$ cat src/rtl/pkg_system_mdr.sv
// Shared types and constants for the MDR (multiply/divide/root) unit.
package pkg_system_mdr;

  localparam int unsigned DW  = 16;  // radicand width
  localparam int unsigned DW2 = 32;  // result/remainder width
  localparam int unsigned CW  = 8;   // iteration counter width

  // Two radicand bits are consumed per iteration.
  localparam int unsigned ROOT_ITER = DW / 2;

  typedef logic [DW-1:0]  data_in_t;
  typedef logic [DW2-1:0] data_t;
  typedef logic [CW-1:0]  count8_t;

  typedef enum logic [2:0] {
    RS_IDLE,
    RS_LOAD,
    RS_RUN,
    RS_CAPTURE,
    RS_DONE
  } root_seq_state_e;

endpackage

$ cat src/rtl/root_iter_counter.sv
// Iteration index for the square-root sequencer: synchronous clear, count enable,
// saturation at Iter-1 with a terminal-count flag.
module root_iter_counter
  import pkg_system_mdr::*;
#(
  parameter int unsigned Iter = ROOT_ITER
) (
  input  logic    clk_i,
  input  logic    rst_ni,
  input  logic    clr_i,
  input  logic    en_i,
  output count8_t cnt_o,
  output logic    tc_o
);

  localparam count8_t TcVal = count8_t'(Iter - 1);

  count8_t cnt_q, cnt_d;

  assign tc_o  = (cnt_q == TcVal);
  assign cnt_o = cnt_q;

  // Next count: clear wins, otherwise step until the terminal value and hold there.
  always_comb begin
    cnt_d = cnt_q;
    if (clr_i) begin
      cnt_d = '0;
    end else if (en_i && !tc_o) begin
      cnt_d = cnt_q + count8_t'(1);
    end
  end

  // Counter register.
  always_ff @(posedge clk_i or negedge rst_ni) begin
    if (!rst_ni) begin
      cnt_q <= '0;
    end else begin
      cnt_q <= cnt_d;
    end
  end

endmodule

$ cat src/rtl/root_sequencer.sv
// Control stage in front of the square-root datapath: accepts a radicand, drives the
// datapath through ROOT_ITER iterations, captures root/remainder and pulses o_done.
module root_sequencer
  import pkg_system_mdr::*;
(
  input  logic     clk,
  input  logic     rst,
  input  logic     i_start,
  input  logic     i_abort,
  input  data_in_t i_val_x,
  input  data_t    i_dp_result,
  input  data_t    i_dp_reminder,
  output logic     o_ready,
  output logic     o_busy,
  output logic     o_init,
  output logic     o_enable,
  output count8_t  o_counter,
  output data_in_t o_val_x,
  output logic     o_done,
  output data_t    o_result,
  output data_t    o_reminder
);

  root_seq_state_e state_q, state_d;

  logic     ready_q, init_q, enable_q, done_q;
  data_in_t val_x_q;
  data_t    result_q, reminder_q;

  count8_t  cnt;
  logic     cnt_tc, cnt_clr, cnt_en;
  logic     accept, capture;

  // Count only in RUN; leaving RUN (terminal count or abort) returns the index to 0,
  // so the counter already reads 0 in LOAD and in every non-RUN state.
  assign cnt_en  = (state_q == RS_RUN);
  assign cnt_clr = (state_q != RS_RUN) | i_abort | cnt_tc;

  root_iter_counter #(
    .Iter (ROOT_ITER)
  ) u_iter_counter (
    .clk_i  (clk),
    .rst_ni (rst),
    .clr_i  (cnt_clr),
    .en_i   (cnt_en),
    .cnt_o  (cnt),
    .tc_o   (cnt_tc)
  );

  // Next-state logic; abort overrides every transition out of a busy state.
  always_comb begin
    state_d = state_q;
    if (i_abort && (state_q != RS_IDLE)) begin
      state_d = RS_IDLE;
    end else begin
      unique case (state_q)
        RS_IDLE:    if (i_start && !i_abort) state_d = RS_LOAD;
        RS_LOAD:    state_d = RS_RUN;
        RS_RUN:     if (cnt_tc) state_d = RS_CAPTURE;
        RS_CAPTURE: state_d = RS_DONE;
        RS_DONE:    state_d = RS_IDLE;
        default:    state_d = RS_IDLE;
      endcase
    end
  end

  assign accept  = (state_q == RS_IDLE) && (state_d == RS_LOAD);
  assign capture = (state_q == RS_CAPTURE) && (state_d == RS_DONE);

  // State, registered strobes (decoded from the next state) and data capture registers.
  always_ff @(posedge clk or negedge rst) begin
    if (!rst) begin
      state_q    <= RS_IDLE;
      ready_q    <= 1'b1;
      init_q     <= 1'b0;
      enable_q   <= 1'b0;
      done_q     <= 1'b0;
      val_x_q    <= '0;
      result_q   <= '0;
      reminder_q <= '0;
    end else begin
      state_q  <= state_d;
      ready_q  <= (state_d == RS_IDLE);
      init_q   <= (state_d == RS_LOAD);
      enable_q <= (state_d == RS_RUN);
      done_q   <= (state_d == RS_DONE);
      if (accept) begin
        val_x_q <= i_val_x;
      end
      // Datapath output register has settled during CAPTURE; pass values through as-is.
      if (capture) begin
        result_q   <= i_dp_result;
        reminder_q <= i_dp_reminder;
      end
    end
  end

  assign o_ready    = ready_q;
  assign o_busy     = ~ready_q;
  assign o_init     = init_q;
  assign o_enable   = enable_q;
  assign o_counter  = cnt;
  assign o_val_x    = val_x_q;
  assign o_done     = done_q;
  assign o_result   = result_q;
  assign o_reminder = reminder_q;

`ifndef SYNTHESIS
  // Init and iterate strobes never overlap; done is always a single-cycle pulse.
  a_init_enable_excl: assert property (@(posedge clk) disable iff (!rst) !(o_init && o_enable));
  a_done_pulse:       assert property (@(posedge clk) disable iff (!rst) o_done |=> !o_done);
`endif

endmodule

$ cat config.mk
export PLATFORM = sky130hd
export DESIGN_NAME = root_sequencer
export DESIGN_NICKNAME = d
export VERILOG_FILES = /design/src/rtl/pkg_system_mdr.sv /design/src/rtl/root_iter_counter.sv /design/src/rtl/root_sequencer.sv
export SDC_FILE = /design/constraint.sdc
export NUM_CORES = 1
export LEC_CHECK = 0
export ABC_CLOCK_PERIOD_IN_PS = 3600
export CAP_MARGIN = 10
export CELL_PAD_IN_SITES_DETAIL_PLACEMENT = 2
export CELL_PAD_IN_SITES_GLOBAL_PLACEMENT = 2
export CORE_UTILIZATION = 30
export CTS_CLUSTER_DIAMETER = 50
export DETAILED_ROUTE_END_ITERATION = 8
export MAX_ROUTING_LAYER = met4
export PLACE_DENSITY_LB_ADDON = 0.1
export SLEW_MARGIN = 20
export SYNTH_ARGS = -nofsm -noshare
export SYNTH_HDL_FRONTEND = slang
export SYNTH_HIERARCHICAL = 1
export SYNTH_SLANG_ARGS = --single-unit
$ cat constraint.sdc
create_clock -name clk -period 3.6 [get_ports clk]
set_input_delay 0.72 -clock clk [delete_from_list [all_inputs] [get_ports clk]]
set_output_delay 0.72 -clock clk [all_outputs]
set_load 0.05 [all_outputs]
* Word-level counts from Yosys, hierarchy flattened *
Index checks and enable logic that the tools add are counted.

word-level totals
  register bits = 95
  input bits = 84

cells by class
  add/sub/neg operators = 1
  equal/unequal tests = 8
  muxes and demuxes = 6
  bitwise logic cells = 3
  reduce and logical (&&, ||, !) cells = 11

operators by type and width
  operator                                             number
  2-to-1 mux 8 bit                                     2
  case mux 3 bit (4 select lines)                      1
  equality test 3 x 2 -> 1 bit, second input constant  3
  2-to-1 mux 3 bit                                     3
  adder 8 x 1 -> 8 bit, second input constant          1
  equality test 8 x 3 -> 1 bit, second input constant  1
  equality test 3 x 1 -> 1 bit, second input constant  2
  zero test 3 bit                                      2
  logical AND 1 bit                                    5
  equality test 3 bit, second input constant           1
  != test 3 x 2 -> 1 bit, second input constant        1
  nonzero test 3 bit                                   1
  zero test 1 bit                                      2
  OR 1 bit                                             2
  nonzero test 2 bit                                   1
  NOT 1 bit                                            1

* Longest topological paths before layout *
Gate-level depths: netlist of run 1.

  depth after elaboration = 7
  gate-level depth with buffers = 7
  mapped depth without buffers = 6

* Hierarchy *
Netlist of run 1, hierarchy kept.

by module, submodules not included
  module             times used  cells an instance  area each (um2)
  root_sequencer     1           195                3548.4
  root_iter_counter  1           44                 440.4

* Worst setup path before layout of run 1 *
OpenSTA, ideal clock, no wires.

  path type = reg2reg
  from = register u_iter_counter.cnt_q[0] (netlist: u_iter_counter/cnt_o[0])
  to = register u_iter_counter.cnt_q[0] (netlist: u_iter_counter/cnt_o[0])
  library setup time = 125 ps
  arrival time = 2034 ps
  required time = 3475 ps
  path slack = 1441 ps
  cell stages (with the launch flop) = 8
  path buffers = 1
  clock period less this slack = 2159 ps
  cells stage by stage = dfrtp_1 > ha_1 > and4bb_2 > and2_1 > nand3b_1 > buf_1 > nor2_1 > mux2_4

on the way
  elaborated cells between the ends (all ways) = 8
  those cells by class = add/sub: 1; eq/ne: 1; mux: 2; bitwise: 1; reduce/logical: 3

RTL lines
  element                                                 RTL line                 text
  from (decl)                                             root_iter_counter.sv:18  count8_t cnt_q, cnt_d;
  from (signal assigned)                                  root_iter_counter.sv:38  cnt_q <= cnt_d;
  equality test 8 x 3 -> 1 bit (*)                        root_iter_counter.sv:20  assign tc_o = (cnt_q == TcVal);
  named net cnt_tc                                        root_sequencer.sv:31     logic cnt_tc, cnt_clr, cnt_en;
  OR 1 bit (*)                                            root_sequencer.sv:37     assign cnt_clr = (state_q != RS_RUN) | i_abort | cnt_tc;
  named net cnt_clr                                       root_sequencer.sv:31
  2-to-1 mux 8 bit or nonzero test 2 bit (tied branches)  --

The timed path passes the listed nets; every way through them passes the cells marked *. The select of a mux whose other input is x is not followed.
A chain may end at the register's enable or synchronous reset.

* Final worst setup path of run 1 *
  from = register u_iter_counter.cnt_q[3] (netlist: u_iter_counter/cnt_o[3])
  to = output o_counter[3]

RTL lines
  element    RTL line              text
  to (decl)  root_sequencer.sv:17  output count8_t o_counter,

No word-level cell between the ends.

==> impl_metrics.tcl, run 1 <==
set metrics [dict create \
    run_status "complete, no violations" \
    cts_setup_buffers 0 \
    startpoint_type "flip-flop" \
    hold_viol 0 \
    place_inst 580 \
    dp_hpwl_mm 8.046 \
    coreArea_um2 12770 \
    gp_congestion 0.7077 \
    synth_cells 239 \
    num_rows 41 \
    path_max_fanout 8 \
    yosysUniqueCellTypes 38 \
    io_buffer_count 176 \
    cts_buffers 9 \
    crit_buf_inv 1 \
    hold_slack_ns 0.3676 \
    netlist_area_um2 3989 \
    synth_nets 324 \
    clk_path_buf_depth 2 \
    avgSynthCellArea_um2 16.69 \
    post_cts_resized 0 \
    die_x_um 117.3 \
    path_delay_family "buffers and inverters" \
    drt-wirelength-per-cell_um 18.67 \
    end_kind "output pin" \
    clock_skew_ns 0.007115 \
    met2_usage_pct 29.81 \
    reg2reg_depth 5 \
    max_freq_ghz 0.4091 \
    layout.nets 504 \
    grt-ovfl-total 0 \
    cp.depth 1 \
    grt_max_degree 46 \
    power.density_nw_per_um2 729.1 \
    wirelength_mm 11.11 \
    ant_nets 0 \
    use_met1_pct 19.91 \
    crit_chain "clkdlybuf4s50_1" \
    ctsHoldBuffers 0 \
    vdd_drop_max_v 0.0003243 \
    root_buffer "clkbuf_16" \
    ys_ff_latch 95 \
    die_area_um2 13760 \
    grt_pass1_wl_mm 17.68 \
    finalMaxSlewViolations 0 \
    vias_per_cell 4.474 \
    period_needed_ns 2.445 \
    cp.required_ns 2.88 \
    finalCritPeriodShare_pct 67.91 \
    seq_area_frac_synth_pct 59.63 \
    grt_pass1_vias 3006 \
    clock-sinks 95 \
    tightestPinTransition_ns 0.6255 \
    rsz0062_at_grt "false" \
    drtIter0Drc 68 \
    cts_tree "built" \
    hold_path_class "primary input to asynchronous set/reset pin" \
    fin_setup_tns_ns 0 \
    clk_pin_slew_ns 0.07 \
    crit_path_top_delay_cell "clkdlybuf4s50_1" \
    total_power_w 0.004502 \
    finalSetupViolations 0 \
    grtUsageMet3_pct 5.885 \
    p_leak_nw 2.637 \
    drt_first_pass_iters 4 \
    worstSetupPathType "flip-flop to output pin" \
    fin_cells 595 \
    cp_slowest_stage_delay_ns 0.87 \
    reg2reg_slack_ns 1.56 \
    diodes 0 \
    cap_violations 0 \
    die_y_um 117.3 \
    vias 2662 \
    antenna_found_initial 0 \
    insertion_delay_ns 0.34 \
    busiest_layer "met2" \
    grt_usage_pct 17.57 \
    arrival_ns 1.72 \
    io_pins 177 \
    ys_warn_count 6 \
    rr_endpoint "u_iter_counter/cnt_o[7]" \
    areaGrowthSynthToFinish_pct 54.80 \
    slew_headroom_pct 57.98 \
    start_util_pct 31.23 \
    timing.rr.start "state_q[1]" \
    drc 0 \
    drive_gt1_share_pct 25.77 \
    h-tree-depth 3 \
]
cells in the final DEF (no fill, tap or decap), types with 2 or more instances in the layout:
cell               n
nor2b_1            2
buf_4              3
clkdlybuf4s50_1  175
o21ai_0            3
nand2b_1           2
nand4_1            2
or3_1              3
nand3_1            2
nor2_1             3
dfrtp_1           94
nor3_1             4
clkbuf_16          9
nand2_1            2
mux2i_1            2
clkbuf_8           3
buf_12             2
a21oi_1            7
mux2_2            31
mux2_4            50
inv_1              3
worst max-delay path by stage:
stage | startpoint | endpoint
floorplan | u_iter_counter/cnt_o[0] | u_iter_counter/cnt_o[0]
global placement | i_abort | o_reminder[3]
detailed placement | i_abort | o_reminder[0]
CTS | u_iter_counter/cnt_o[3] | o_counter[3]
global route | u_iter_counter/cnt_o[3] | o_counter[3]
finish | u_iter_counter/cnt_o[3] | o_counter[3]
cells in the mapped netlist, drive strengths merged:
library cell	count	area, µm²
ha	1	12.51
inv	3	11.26
a21oi	7	35.03
mux2	81	1100
and4bb	1	12.51
and2	1	6.260
nor2b	2	12.51
nand3b	1	7.510
xor2	1	8.760
nor3b	1	7.510
or3	3	18.77
nor2	4	17.52
xnor2	1	8.760
nor3	6	46.30
mux2i	2	20.02
nand3	3	27.53
a21boi	1	11.26
buf	11	152.6
o31ai	1	7.510
a211o	1	8.760
nand4	3	25.02
dfstp	1	26.28
and3	2	17.52
o21ai	3	15.01
dfrtp	94	2352
nand2b	2	12.51
nand2	2	7.510
power by group:
part | internal (W) | total [W] | switching [W]
logic | 0.000802 | 0.00202 | 0.00122
registers | 0.00133 | 0.00149 | 0.000155
clock network | 0.000593 | 0.000988 | 0.000395
total | 0.00273 | 0.00450 | 0.00177
logic make-up (layout without fill, tap and decap cells):
kind of cell               after synthesis  after routing  share of synthesized area [%]
DFF                                     95             95                          59.63
muxes                                   83             83                          28.07
and+or+nand+nor                         31             31                          5.490
buffers and inverters                   14            198                          4.109
AOI/OAI and AO/OA                       13             13                          1.945
xor gates and xnor gates                 2              2                         0.4392
adders and majority gates                1              1                         0.3136
metrics by stage:
stage	utilization, %	setup WS (ns)	cell area (µm²)
floorplan	-	1.441	3989
global placement	45.92	0.9385	5866
detailed placement	45.92	0.9187	5866
CTS	48.34	1.124	6175
global route	48.34	1.060	6175
finish	48.34	1.155	6175
routing by layer:
| layer | vias to the layer above | wire (µm) |
|---|---|---|
| li1 | 1192 | - |
| met1 | 1366 | 4519 |
| met2 | 98 | 5857 |
| met3 | 6 | 648 |
| met4 | 0 | 82 |
| met5 | - | 0 |
sequential cells by signal (all words and copies together) (netlist names):
signal                flops
u_iter_counter/cnt_o      8
o_reminder               32
o_ready                   1
o_enable                  1
o_init                    1
o_done                    1
o_result                 32
state_q                   3
o_val_x                  16
cell type report:
type                       count  area, µm²
inverter                       3      11.26
fill                        1217       6599
tap                          172      215.2
timing repair buffer         180       1814
clock inverter                 2      38.79
sequential                    95       2379
clock buffer                  13      270.3
multi-input combinational    130       1446
(Power assumes the default switching activity.)
==> run 2: changes to the inputs <==
ABC_CLOCK_PERIOD_IN_PS = 2250   (was 3600)
CORE_UTILIZATION = 27   (was 30)
clock period = 2.25 ns   (was 3.6 ns; I/O delays follow)
==> run 2 against run 1 <==
  * Worst hold slack worse by 0.31 ns
  * Non-clock buffer count up 5
  * Core utilization down 5.2 points
  * Register-to-register slack worse by 1.3 ns
  * Clock skew up 0.0027 ns
  * Critical path type unchanged
  * Largest power group unchanged
==> impl_metrics.tcl, run 2 (synthesized netlist as in run 1, its figures left out) <==
set metrics [dict create \
    cts_buffers 9 \
    startpoint_type "flip-flop" \
    io_buffer_count 176 \
    arrival_ns 1.71 \
    period_needed_ns 2.157 \
    place_area_um2 5943 \
    areaGrowthSynthToFinish_pct 56.43 \
    place_inst 597 \
    tightestPinTransition_ns 0.5507 \
    cts_tree "built" \
    grt_max_degree 41 \
    ctsHoldBuffers 0 \
    grt_pass1_vias 2969 \
    hold_path_class "primary input to asynchronous set/reset pin" \
    vias_per_cell 4.385 \
    crit_buf_inv 1 \
    reg2reg_depth 6 \
    slew_headroom_pct 63.17 \
    clk_pin_slew_ns 0.06 \
    grt_usage_pct 14.98 \
    p_leak_nw 2.665 \
    post_cts_resized 0 \
    root_buffer "clkbuf_16" \
    num_rows 44 \
    finalSetupViolations 0 \
    drt-wirelength-per-cell_um 17.73 \
    cp.required_ns 1.80 \
    vdd_drop_max_v 0.0005089 \
    gp_congestion 0.7061 \
    cap_violations 0 \
    insertion_delay_ns 0.34 \
    clock_skew_ns 0.009849 \
    die_area_um2 15260 \
    layout.nets 509 \
    grt-ovfl-total 0 \
    max_freq_ghz 0.4637 \
    h-tree-depth 3 \
    io_pins 177 \
    die_y_um 123.5 \
    mostFrequentLayoutCells "175 x clkdlybuf4s50_1, 94 x dfrtp_1, 50 x mux2_4, 31 x mux2_2, 9 x clkbuf_16" \
    cp_slowest_stage_delay_ns 0.86 \
    die_x_um 123.5 \
    dp_hpwl_mm 8.133 \
    finalCritPeriodShare_pct 95.85 \
    path_delay_family "buffers and inverters" \
    drive_gt1_share_pct 26.70 \
    drc 0 \
    run_status "complete, no violations" \
    path_max_fanout 8 \
    clk_path_buf_depth 2 \
    finalMaxSlewViolations 0 \
    fin_cells 611 \
    worstSetupPathType "flip-flop to output pin" \
    crit_path_top_delay_cell "clkdlybuf4s50_1" \
    start_util_pct 27.55 \
    timing.rr.start "u_iter_counter/cnt_o[0]" \
    rsz0062_at_grt "false" \
    end_kind "output pin" \
    grt_pass1_wl_mm 16.50 \
    clock-sinks 95 \
    drt_first_pass_iters 2 \
    hold_viol 0 \
    cts_setup_buffers 0 \
    rr_endpoint "u_iter_counter/cnt_o[1]" \
    diodes 0 \
    power.density_nw_per_um2 1146 \
    wirelength_mm 10.83 \
    fin_setup_tns_ns 0 \
    antenna_found_initial 0 \
    ant_nets 0 \
    vias 2679 \
    fin_area_um2 6240 \
    layout_commonest_cell "clkdlybuf4s50_1" \
    reg2reg_slack_ns 0.24 \
    coreArea_um2 14480 \
    crit_chain "clkdlybuf4s50_1" \
    drtIter0Drc 41 \
]
[run 2: cell count changes in the layout (fill, tap and decap cells not counted)]
| cell | delta |
|---|---|
| clkbuf_8 | -1 |
| clkbuf_1 | -1 |
| clkinv_2 | +1 |
| buf_4 | +3 |
| buf_12 | +2 |
[run 2: per-stage QoR]
stage	utilization, %	setup slack [ns]	hold slack [ns]	total power, W
floorplan	-	0.09133	0.1544	0.004451
global placement	41.05	0.1575	0.4330	0.005609
detailed placement	41.05	0.1176	0.4347	0.005669
CTS	43.10	0.06719	0.06533	0.007276
global route	43.10	0.03268	0.06767	0.007473
finish	43.10	0.09339	0.05619	0.007149
[run 2: cell type report]
cell class | count | area, µm²
Clock buffer | 11 | 252.7
Clock inverter | 3 | 43.79
Fill cell | 1435 | 8239
Inverter | 3 | 11.26
Multi-Input combinational cell | 130 | 1446
Sequential cell | 95 | 2379
Tap cell | 184 | 230.2
Timing Repair Buffer | 185 | 1877
[run 2: worst max-delay path by stage]
stage | from | end | slack, ns | cells after the start
6_report | u_iter_counter/cnt_o[3] | o_counter[3] | 0.09 | 1
3_3_place_gp | i_abort | o_result[28] | 0.16 | 5
2_1_floorplan | u_iter_counter/cnt_o[0] | u_iter_counter/cnt_o[0] | 0.09 | 7
5_1_grt | u_iter_counter/cnt_o[3] | o_counter[3] | 0.03 | 1
3_5_place_dp | i_abort | o_result[31] | 0.12 | 5
4_1_cts | u_iter_counter/cnt_o[3] | o_counter[3] | 0.07 | 1
[run 2: power breakdown]
group          switching [W]  leakage, nW  internal, W
sequential          0.000238         1.22      0.00213
clock               0.000632        0.147     0.000910
combinational        0.00195         1.29      0.00129
[run 2: per-layer routing]
layer	GRT usage (%)	part of all wire (%)
met5	-	0
met4	5.422	1.3
met3	4.059	6.8
met2	24.13	50
met1	17.94	42
[run 2: worst reg2reg max path, delay by kind of cell (launching register included)]
kind                     cells  cell delay [ns]
flip-flops                   1             0.43
adder cells (fa/ha/maj)      1             0.27
multiplexers                 1             0.13
AND/OR/NAND/NOR              4             1.10
